--- config.mk ---
export PLATFORM = sky130hd
export DESIGN_NAME = fb_scheduler_flat
export DESIGN_NICKNAME = d
export VERILOG_FILES = /design/src/rtl/fb_scheduler_if.sv /design/src/rtl/fb_scheduler.sv /design/src/flat_wrapper.sv
export SDC_FILE = /design/constraint.sdc
export NUM_CORES = 1
export LEC_CHECK = 0
export ABC_CLOCK_PERIOD_IN_PS = 3620
export CAP_MARGIN = 20
export CORE_ASPECT_RATIO = 0.5
export CORE_MARGIN = 5
export CORE_UTILIZATION = 54
export CTS_BUF_LIST = sky130_fd_sc_hd__clkbuf_16
export CTS_CLUSTER_SIZE = 30
export DETAILED_ROUTE_END_ITERATION = 10
export GPL_ROUTABILITY_DRIVEN = 0
export PLACE_DENSITY = 0.89
export SYNTH_ARGS = -nofsm -noshare
export SYNTH_HDL_FRONTEND = slang
export SYNTH_SLANG_ARGS = --single-unit
--- constraint.sdc ---
create_clock -name clock -period 3.62 [get_ports clock]
set_input_delay 0.724 -clock clock [delete_from_list [all_inputs] [get_ports clock]]
set_output_delay 0.724 -clock clock [all_outputs]
set_load 0.005 [all_outputs]
--- src/rtl/fb_scheduler_if.sv ---
// Shadow-buffer loader handshake between the frame-bucket scheduler and the bucket loader.
interface fb_scheduler_if #(
   parameter int unsigned FB_ADDR_WIDTH = 20
);
   logic                     load_req;
   logic [FB_ADDR_WIDTH-1:0] load_addr;
   logic                     load_ack;

   modport master (output load_req, output load_addr, input load_ack);
   modport slave  (input load_req, input load_addr, output load_ack);
endinterface

--- src/rtl/fb_scheduler.sv ---
// Frame-bucket scheduler: counts display rotations, preloads the next bucket into the
// shadow buffer and issues a rotation-aligned swap strobe to the renderer.
module fb_scheduler #(
   parameter int unsigned FB_IDX_WIDTH  = 8,
   parameter int unsigned ROT_CNT_WIDTH = 16,
   parameter int unsigned FB_ADDR_WIDTH = 20,
   parameter int unsigned FB_WORDS      = 4096
) (
   input  logic                     clock,
   input  logic                     reset,
   input  logic                     clock_cycle,
   input  logic [FB_IDX_WIDTH-1:0]  num_fb,
   input  logic [ROT_CNT_WIDTH-1:0] rot_per_fb,
   input  logic                     hold,
   input  logic                     step,
   fb_scheduler_if.master           load,
   output logic                     clock_next_fb,
   output logic [FB_IDX_WIDTH-1:0]  fb_index,
   output logic                     fb_valid,
   output logic                     underrun
);

   localparam int unsigned CNT_EXT_W = ROT_CNT_WIDTH + 1;
   localparam logic [FB_ADDR_WIDTH-1:0] WORDS_STEP = FB_ADDR_WIDTH'(FB_WORDS);

   typedef enum logic [1:0] {S_BOOT, S_READY, S_PRELOAD} state_t;

   state_t                   state, state_d;
   logic                     cycle_prev;
   logic                     boot, boot_d;
   logic                     step_pending, step_pending_d;
   logic [ROT_CNT_WIDTH-1:0] rot_cnt, rot_cnt_d;
   logic [FB_IDX_WIDTH-1:0]  next_idx, next_idx_d;
   logic [FB_ADDR_WIDTH-1:0] next_base, next_base_d;

   logic                     load_req_d;
   logic [FB_ADDR_WIDTH-1:0] load_addr_d;
   logic                     clock_next_fb_d, fb_valid_d, underrun_d;
   logic [FB_IDX_WIDTH-1:0]  fb_index_d;

   logic                     rot_edge, ack, due, swap;
   logic [FB_IDX_WIDTH-1:0]  last_idx;
   logic [ROT_CNT_WIDTH-1:0] dwell;
   logic [CNT_EXT_W-1:0]     cnt_inc;

   // State and all registered outputs
   always_ff @(posedge clock) begin
      if (reset) begin
         state          <= S_BOOT;
         cycle_prev     <= 1'b1;
         boot           <= 1'b0;
         step_pending   <= 1'b0;
         rot_cnt        <= '0;
         next_idx       <= '0;
         next_base      <= '0;
         load.load_req  <= 1'b0;
         load.load_addr <= '0;
         clock_next_fb  <= 1'b0;
         fb_index       <= '0;
         fb_valid       <= 1'b0;
         underrun       <= 1'b0;
      end else begin
         state          <= state_d;
         cycle_prev     <= clock_cycle;
         boot           <= boot_d;
         step_pending   <= step_pending_d;
         rot_cnt        <= rot_cnt_d;
         next_idx       <= next_idx_d;
         next_base      <= next_base_d;
         load.load_req  <= load_req_d;
         load.load_addr <= load_addr_d;
         clock_next_fb  <= clock_next_fb_d;
         fb_index       <= fb_index_d;
         fb_valid       <= fb_valid_d;
         underrun       <= underrun_d;
      end
   end

   // Next-state, swap decision and output values
   always_comb begin
      state_d         = state;
      boot_d          = boot;
      step_pending_d  = step_pending;
      rot_cnt_d       = rot_cnt;
      next_idx_d      = next_idx;
      next_base_d     = next_base;
      clock_next_fb_d = 1'b0;
      underrun_d      = 1'b0;
      fb_index_d      = fb_index;
      fb_valid_d      = fb_valid;

      rot_edge = clock_cycle & ~cycle_prev;
      ack      = load.load_req & load.load_ack;
      last_idx = (num_fb == '0) ? '0 : num_fb - FB_IDX_WIDTH'(1);
      dwell    = (rot_per_fb == '0) ? ROT_CNT_WIDTH'(1) : rot_per_fb;
      cnt_inc  = {1'b0, rot_cnt} + CNT_EXT_W'(1);
      due      = step_pending | (~hold & (cnt_inc >= {1'b0, dwell}));
      swap     = (state == S_READY) & rot_edge & (boot | due);

      case (state)
         S_BOOT: begin
            if (ack) begin
               state_d = S_READY;
               boot_d  = 1'b1;
            end
         end
         S_READY: begin
            if (swap) state_d = S_PRELOAD;
         end
         S_PRELOAD: begin
            if (ack) state_d = S_READY;
         end
         default: state_d = S_BOOT;
      endcase

      if (swap) begin
         clock_next_fb_d = 1'b1;
         fb_index_d      = next_idx;
         fb_valid_d      = 1'b1;
         rot_cnt_d       = '0;
         boot_d          = 1'b0;
         step_pending_d  = 1'b0;
         if (next_idx >= last_idx) begin
            next_idx_d  = '0;
            next_base_d = '0;
         end else begin
            next_idx_d  = next_idx + FB_IDX_WIDTH'(1);
            next_base_d = next_base + WORDS_STEP;
         end
      end else if (rot_edge) begin
         // A due edge with the shadow buffer still loading is reported, not swapped
         if (due & (state != S_READY)) underrun_d = 1'b1;
         if (rot_cnt != '1) rot_cnt_d = rot_cnt + ROT_CNT_WIDTH'(1);
      end

      // A step seen on the swap cycle itself requests the following edge
      if (step) step_pending_d = 1'b1;

      // Request is raised one cycle after entering a loading state, dropped after ack
      load_req_d = (state != S_READY) & ~ack;
      case (state)
         S_BOOT:    load_addr_d = '0;
         S_PRELOAD: load_addr_d = next_base;
         default:   load_addr_d = load.load_addr;
      endcase
   end

endmodule

--- src/flat_wrapper.sv ---
// flat-port wrapper written by rule: the top's interface ports become plain ports
module fb_scheduler_flat 
#(
   parameter int unsigned FB_IDX_WIDTH  = 8,
   parameter int unsigned ROT_CNT_WIDTH = 16,
   parameter int unsigned FB_ADDR_WIDTH = 20,
   parameter int unsigned FB_WORDS      = 4096
)
  (clock, reset, clock_cycle, num_fb, rot_per_fb, hold, step, clock_next_fb, fb_index, fb_valid, underrun, load_load_req, load_load_addr, load_load_ack);
  fb_scheduler_if #(.FB_ADDR_WIDTH(FB_ADDR_WIDTH)) load_i ();
  input  logic clock;
  input  logic reset;
  input  logic clock_cycle;
  input  logic [FB_IDX_WIDTH-1:0] num_fb;
  input  logic [ROT_CNT_WIDTH-1:0] rot_per_fb;
  input  logic hold;
  input  logic step;
  output logic clock_next_fb;
  output logic [FB_IDX_WIDTH-1:0] fb_index;
  output logic fb_valid;
  output logic underrun;
  output wire logic [$bits(load_i.load_req)-1:0] load_load_req;
  output wire logic [$bits(load_i.load_addr)-1:0] load_load_addr;
  input wire logic [$bits(load_i.load_ack)-1:0] load_load_ack;
  assign load_load_req = load_i.load_req;
  assign load_load_addr = load_i.load_addr;
  assign load_i.load_ack = load_load_ack;
  fb_scheduler #(.FB_IDX_WIDTH(FB_IDX_WIDTH), .ROT_CNT_WIDTH(ROT_CNT_WIDTH), .FB_ADDR_WIDTH(FB_ADDR_WIDTH), .FB_WORDS(FB_WORDS)) u_core (.clock(clock), .reset(reset), .clock_cycle(clock_cycle), .num_fb(num_fb), .rot_per_fb(rot_per_fb), .hold(hold), .step(step), .load(load_i), .clock_next_fb(clock_next_fb), .fb_index(fb_index), .fb_valid(fb_valid), .underrun(underrun));
endmodule
Word-level counts from Yosys, hierarchy flattened

Cells that the tools add are included.

Add/sub/neg operators: 5
Magnitude comparators: 2
Eq/ne operators: 6
Mux-type cells: 12
Bitwise logic cells: 13
Reduce and logical (&&, ||, !) cells: 11

Operators by type and width:

| cell                                                   | number |
|---|---|
| one-hot mux 20 bit (2 select lines)                    | 1 |
| adder 20 x 13 -> 20 bit (second input constant)        | 1 |
| 2-to-1 mux 20 bit                                      | 1 |
| adder 16 x 1 -> 17 bit (second input constant)         | 1 |
| greater-or-equal comparator 17 x 16 -> 1 bit           | 1 |
| adder 16 x 1 -> 16 bit (second input constant)         | 1 |
| logical NOT 16 bit                                     | 1 |
| 2-to-1 mux 16 bit                                      | 1 |
| 2-to-1 mux 8 bit                                       | 2 |
| inequality test 16 bit (second input constant)         | 1 |
| adder 8 x 1 -> 8 bit (second input constant)           | 1 |
| greater-or-equal comparator 8 bit                      | 1 |
| logical NOT 8 bit                                      | 1 |
| subtractor 8 x 1 -> 8 bit (second input constant)      | 1 |
| bitwise AND 1 bit                                      | 7 |
| inequality test 2 x 1 -> 1 bit (second input constant) | 3 |
| AND reduction 2 bit                                    | 3 |
| 2-to-1 mux 1 bit                                       | 4 |
| 2-to-1 mux 2 bit                                       | 2 |
| NOT 1 bit                                              | 4 |
| one-hot mux 2 bit (2 select lines)                     | 1 |
| nonzero test 2 bit                                     | 2 |
| OR reduction 2 bit                                     | 2 |
| OR reduction 3 bit                                     | 1 |
| 4 further kinds                                        | 5 |

Register bits after elaboration: 81
Bits of input ports: 30
Output and inout bits: 32
Word-level logic and storage cells: 62

Depth between registers and ports, before layout

Depth after elaboration: 9
Mapped depth: 13
Mapped depth without buffers: 12

Worst setup path after synthesis

No wires, ideal clock.

Path kind: input to register
Start point: input port num_fb[0]
End point: register u_core.next_base[17]
Setup time: 0.073 ns
Arrival: 3.055 ns
Required time: 3.547 ns
Setup slack: 0.492 ns
Stages: 13
Buffers on the path: 1
Cell sequence: inv_1 > ha_1 > nand2_1 > or3_1 > and2_1 > ha_1 > nand2b_1 > a21oi_1 > o21ai_0 > a21oi_2 > clkbuf_1 > nand3_1 > o211ai_2

Cells in the longest elaborated chain, start to end: 4

Ends and longest elaborated chain:

| what                                                                  | line                | RTL |
|---|---|---|
| start: declaration                                                    | flat_wrapper.sv:14  | `input logic [FB_IDX_WIDTH-1:0] num_fb;` |
| subtractor 8 x 1 -> 8 bit / logical NOT 8 bit (equally long branches) | fb_scheduler.sv:94  | `last_idx = (num_fb == '0) ? '0 : num_fb - FB_IDX_WIDTH'(1);` |
| 2-to-1 mux 8 bit (*)                                                  | fb_scheduler.sv:94  |  |
| greater-or-equal comparator 8 bit (*)                                 | fb_scheduler.sv:123 | `if (next_idx >= last_idx) begin` |
| 2-to-1 mux 20 bit (*)                                                 | fb_scheduler.sv:123 |  |
| end signal: assignment                                                | fb_scheduler.sv:69  | `next_base <= next_base_d;` |
| end: declaration                                                      | fb_scheduler.sv:34  | `logic [FB_ADDR_WIDTH-1:0] next_base, next_base_d;` |

Every way passes the cells marked *; elsewhere a longest branch is shown, timed or not.
A chain may end at the register's enable or synchronous reset.

Worst setup path after layout

Start point: register u_core.rot_cnt[1]
End point: register u_core.fb_index[2]

Cells in the longest elaborated chain, start to end: 6

Ends and longest elaborated chain:

| what                                         | line               | RTL |
|---|---|---|
| start: declaration                           | fb_scheduler.sv:32 | `logic [ROT_CNT_WIDTH-1:0] rot_cnt, rot_cnt_d;` |
| start signal: assignment                     | fb_scheduler.sv:67 | `rot_cnt <= rot_cnt_d;` |
| adder 16 x 1 -> 17 bit                       | fb_scheduler.sv:96 | `cnt_inc = {1'b0, rot_cnt} + CNT_EXT_W'(1);` |
| named net u_core.cnt_inc[10]                 | fb_scheduler.sv:44 | `logic [CNT_EXT_W-1:0] cnt_inc;` |
| greater-or-equal comparator 17 x 16 -> 1 bit | fb_scheduler.sv:97 | `due = step_pending \| (~hold & (cnt_inc >= {1'b0, dwell}));` |
| bitwise AND 1 bit                            | fb_scheduler.sv:97 |  |
| bitwise OR 1 bit                             | fb_scheduler.sv:97 |  |
| bitwise OR 1 bit                             | fb_scheduler.sv:98 | `swap = (state == S_READY) & rot_edge & (boot \| due);` |
| bitwise AND 1 bit                            | fb_scheduler.sv:98 |  |
| end signal: assignment                       | fb_scheduler.sv:73 | `fb_index <= fb_index_d;` |
| end: declaration                             | fb_scheduler.sv:18 | `output logic [FB_IDX_WIDTH-1:0] fb_index,` |

The timed path passes the listed nets, and every way through them passes these cells.

==> results.py <==
metrics = {
    "logic_synthesis": {
        "avgSynthCellArea_um2": 8.198,
        "synth_top_area_share_pct": 31.40,
        "ys_warn_count": 0,
        "synth_edf_count": 0,
        "yosysUniqueCellTypes": 53,
        "synthesis.nets": 509,
        "yosysTopAreaCell": "dfxtp_1",
        "synth-main-ff-cell": "dfxtp_1",
        "synthArstFlopShare_pct": 0,
        "synthesis.area_um2": 3697,
        "netlist_instances": 451,
        "yosysSeqAreaShare_pct": 31.40,
        "ys_seq_elements": 58,
        "ys_top_cells_by_area": "dfxtp_1 31%, ha_1 9.5%, nand3_1 5.0%, nor2_1 4.5%, a21oi_1 3.9%",
    },
    "clocking": {
        "post_cts_buffers": 0,
        "cts-resized-gates": 0,
        "clkLatencyLatePin_ns": 0.33,
        "cts_made_buffers": 9,
        "cts-root-buf": "clkbuf_16",
        "clk_pin_slew_ns": 0.06,
        "cts_buffer_depth": 2,
        "cts_tree": "done",
        "clock_sinks": 58,
        "hold_buffers": 0,
        "cts-htree-levels": 3,
    },
    "timing": {
        "finalSetupViolCount": 0,
        "fin_crit_sh_pct": 96.22,
        "report.final.slew_viol_count": 0,
        "worst_pin_slew_ns": 0.7835,
        "period_minus_slack_ns": 3.483,
        "timing.hold.ws_ns": 0.4780,
        "hold_viol_final": 0,
        "maxSlewHeadroom_pct": 47.77,
        "skew_ns": 0.004656,
        "setup_slack_ns": 0.1367,
        "fmax_mhz": 287.1,
    },
    "critical_path": {
        "critPathTopFamily": "simple AND/OR/NAND/NOR gates",
        "cpPeakStageDelay_ns": 0.61,
        "crit_path_end_kind": "register",
        "required_ns": 3.87,
        "cp-start-kind": "register",
        "crit_chain": "ha_1 -> nand3_2 -> or4_4 -> xnor2_1 -> ha_1 -> a21oi_1 -> o21ai_0 -> a21boi_0 -> nand4_2 -> buf_12 -> a21bo_2 -> a21oi_1",
        "slowest_stage": "or4_4",
        "crit_type": "reg -> reg",
        "worstPathMaxFanout": 29,
        "critical_path_arrival_ns": 3.73,
        "critPathBufInv": 1,
    },
    "routing": {
        "drc": 0,
        "drt_wl_total_um": 8961,
        "wl_per_cell_um": 14.89,
        "via_per_inst": 5.610,
        "vias": 3377,
        "firstDrtPassIters": 7,
        "drt-initial-drc-count": 221,
        "postRouteAntennaNets": 0,
    },
    "placed_design": {
        "place_hpwl_um": 6129,
        "port_buffers": 61,
        "dpl_cell_area_um2": 4325,
        "post-place-ws_ns": 0.08144,
    },
    "worst_hold_path": {
        "hold_path.class": "reg -> reg",
    },
    "die": {
        "core_um2": 6674,
        "initial_core_util_pct": 55.40,
        "die_w_um": 127.0,
        "num_rows": 21,
        "ios": 62,
        "dieArea_um2": 8702,
        "die_h_um": 68.51,
    },
    "grt": {
        "grt_pass1_wl_um": 14300,
        "grt_usage_pct": 20.56,
        "grt_start_max_net_pins": 32,
        "antenna_found_initial": 0,
        "grt_pass1_vias": 3097,
        "grt.overflow.total": 0,
    },
    "pwr": {
        "power_mw": 2.047,
        "p_per_area_nw_per_um2": 437.2,
        "cellLeakagePower_nw": 1.904,
        "vdd_drop_max_uv": 210.7,
    },
    "final_layout": {
        "nNetsFinal": 563,
        "fin_area_um2": 4681,
        "drive_above_1_share_pct": 10.78,
        "area_growth_pct": 26.60,
        "antenna_cells": 0,
    },
    "flow_run": {
        "cap_violations": 0,
    },
    "run_status": {
        "outcome": "finished, final reports clean",
    },
}
==> cells by family (layout without fill, tap and decap cells) <==
group                      Yosys count  in the layout  synth area share, %
and+or+nand+nor                    194            194                27.38
AOI/OAI and AO/OA                   72             73                14.04
buffers and inverters               62            120                8.697
DFF                                 58             58                31.40
xor gates and xnor gates            31             31                7.343
adders and majority gates           28             28                9.476
muxes                                6              6                1.658
==> worst register-to-register path, cell delays in order, from the launching register on <==
cell and delay [ns]:
dfxtp_1 0.40, ha_1 0.26, nand3_2 0.22, or4_4 0.61, xnor2_1 0.15, ha_1 0.31
a21oi_1 0.15, o21ai_0 0.17, a21boi_0 0.26, nand4_2 0.22, buf_12 0.24, a21bo_2 0.23
a21oi_1 0.17
==> flip-flops by register name (all words and copies together) (netlist names) <==
register	flops
u_core.load.load_addr	9
u_core.fb_index	8
u_core.boot	1
u_core.next_idx	8
u_core.clock_next_fb	1
u_core.underrun	1
u_core.next_base	8
u_core.cycle_prev	1
u_core.state	2
u_core.fb_valid	1
u_core.rot_cnt	16
u_core.load.load_req	1
u_core.step_pending	1
==> where the power goes <==
| part | internal, mW | leakage [nW] | switching, mW |
|---|---|---|---|
| clock network | 0.607 | 0.156 | 0.322 |
| registers | 0.696 | 0.471 | 0.0807 |
| logic | 0.160 | 1.28 | 0.181 |
| total | 1.46 | 1.90 | 0.584 |
==> metrics by stage <==
stage	util [%]	instances	TNS (ns)
after CTS	69.72	601	0
after global routing	70.14	602	-0.01340
final	70.14	602	0
after floorplan	-	451	0
after global placement	64.81	585	0
after detailed placement	64.81	585	0
==> cells in the mapped netlist (all sizes together) (2+ instances only) <==
cell / number
nand4: 9
xor2: 15
or2b: 2
o21ai: 8
and2: 3
nor2b: 6
dfxtp: 58
or3: 9
nand3b: 3
nor4: 6
mux2i: 5
and3: 5
o211ai: 12
a21bo: 7
nand3: 39
a21oi: 30
nand2: 37
clkbuf: 8
ha: 28
nand2b: 9
inv: 33
a21o: 3
xnor2: 16
nor2: 44
buf: 21
nor3: 18
==> final cells by class <==
cell class	instances	area, um2
Clock buffer	9	225.2
Clock inverter	7	102.6
Fill cell	508	1993
Inverter	33	123.9
Multi-Input combinational cell	332	2242
Sequential cell	58	1161
Tap cell	92	115.1
Timing Repair Buffer	71	710.7
==> final timing paths <==
check                           depth (start not counted)                      startpoint                              end  slack, ns
worst max register to register                         12  u_core.rot_cnt[1]$_SDFFE_PP0P_  u_core.fb_index[2]$_SDFFE_PP0P_       0.14
worst max-delay path                                   12  u_core.rot_cnt[1]$_SDFFE_PP0P_  u_core.fb_index[2]$_SDFFE_PP0P_       0.14
worst min register to register                          2    u_core.fb_valid$_SDFFE_PP0P_     u_core.fb_valid$_SDFFE_PP0P_       0.48
worst min-delay path                                    2    u_core.fb_valid$_SDFFE_PP0P_     u_core.fb_valid$_SDFFE_PP0P_       0.48
==> cells in the final DEF (no fill, tap or decap), drive strengths merged, types with 2 or more instances in the layout <==
master	instances
dfxtp	58
bufinv	2
nand2b	9
nand4	9
or2b	2
nor2b	6
nor4	6
clkbuf	9
o22a	2
ha	28
a21oi	30
or3	9
clkinv	3
nand2	37
buf	10
inv	34
o21ai	8
nor2	44
clkdlybuf4s50	61
mux2i	5
and2	3
and3	5
nor3	18
xnor2	16
nand3b	3
a21bo	7
a21o	3
nand3	39
xor2	15
o211ai	12
==> layer usage <==
metal  GRT usage, %  wire length [um]  up-vias  part of all wire, %
met5              0                 0        -                    0
met4          8.422               168        0                  1.9
met3          5.154               436       18                  4.9
met2          35.92              4439      101                   50
met1          24.92              3916     1587                   44
li1               -                 -     1671                    -
Note: power is estimated with default switching activity, not from simulation.
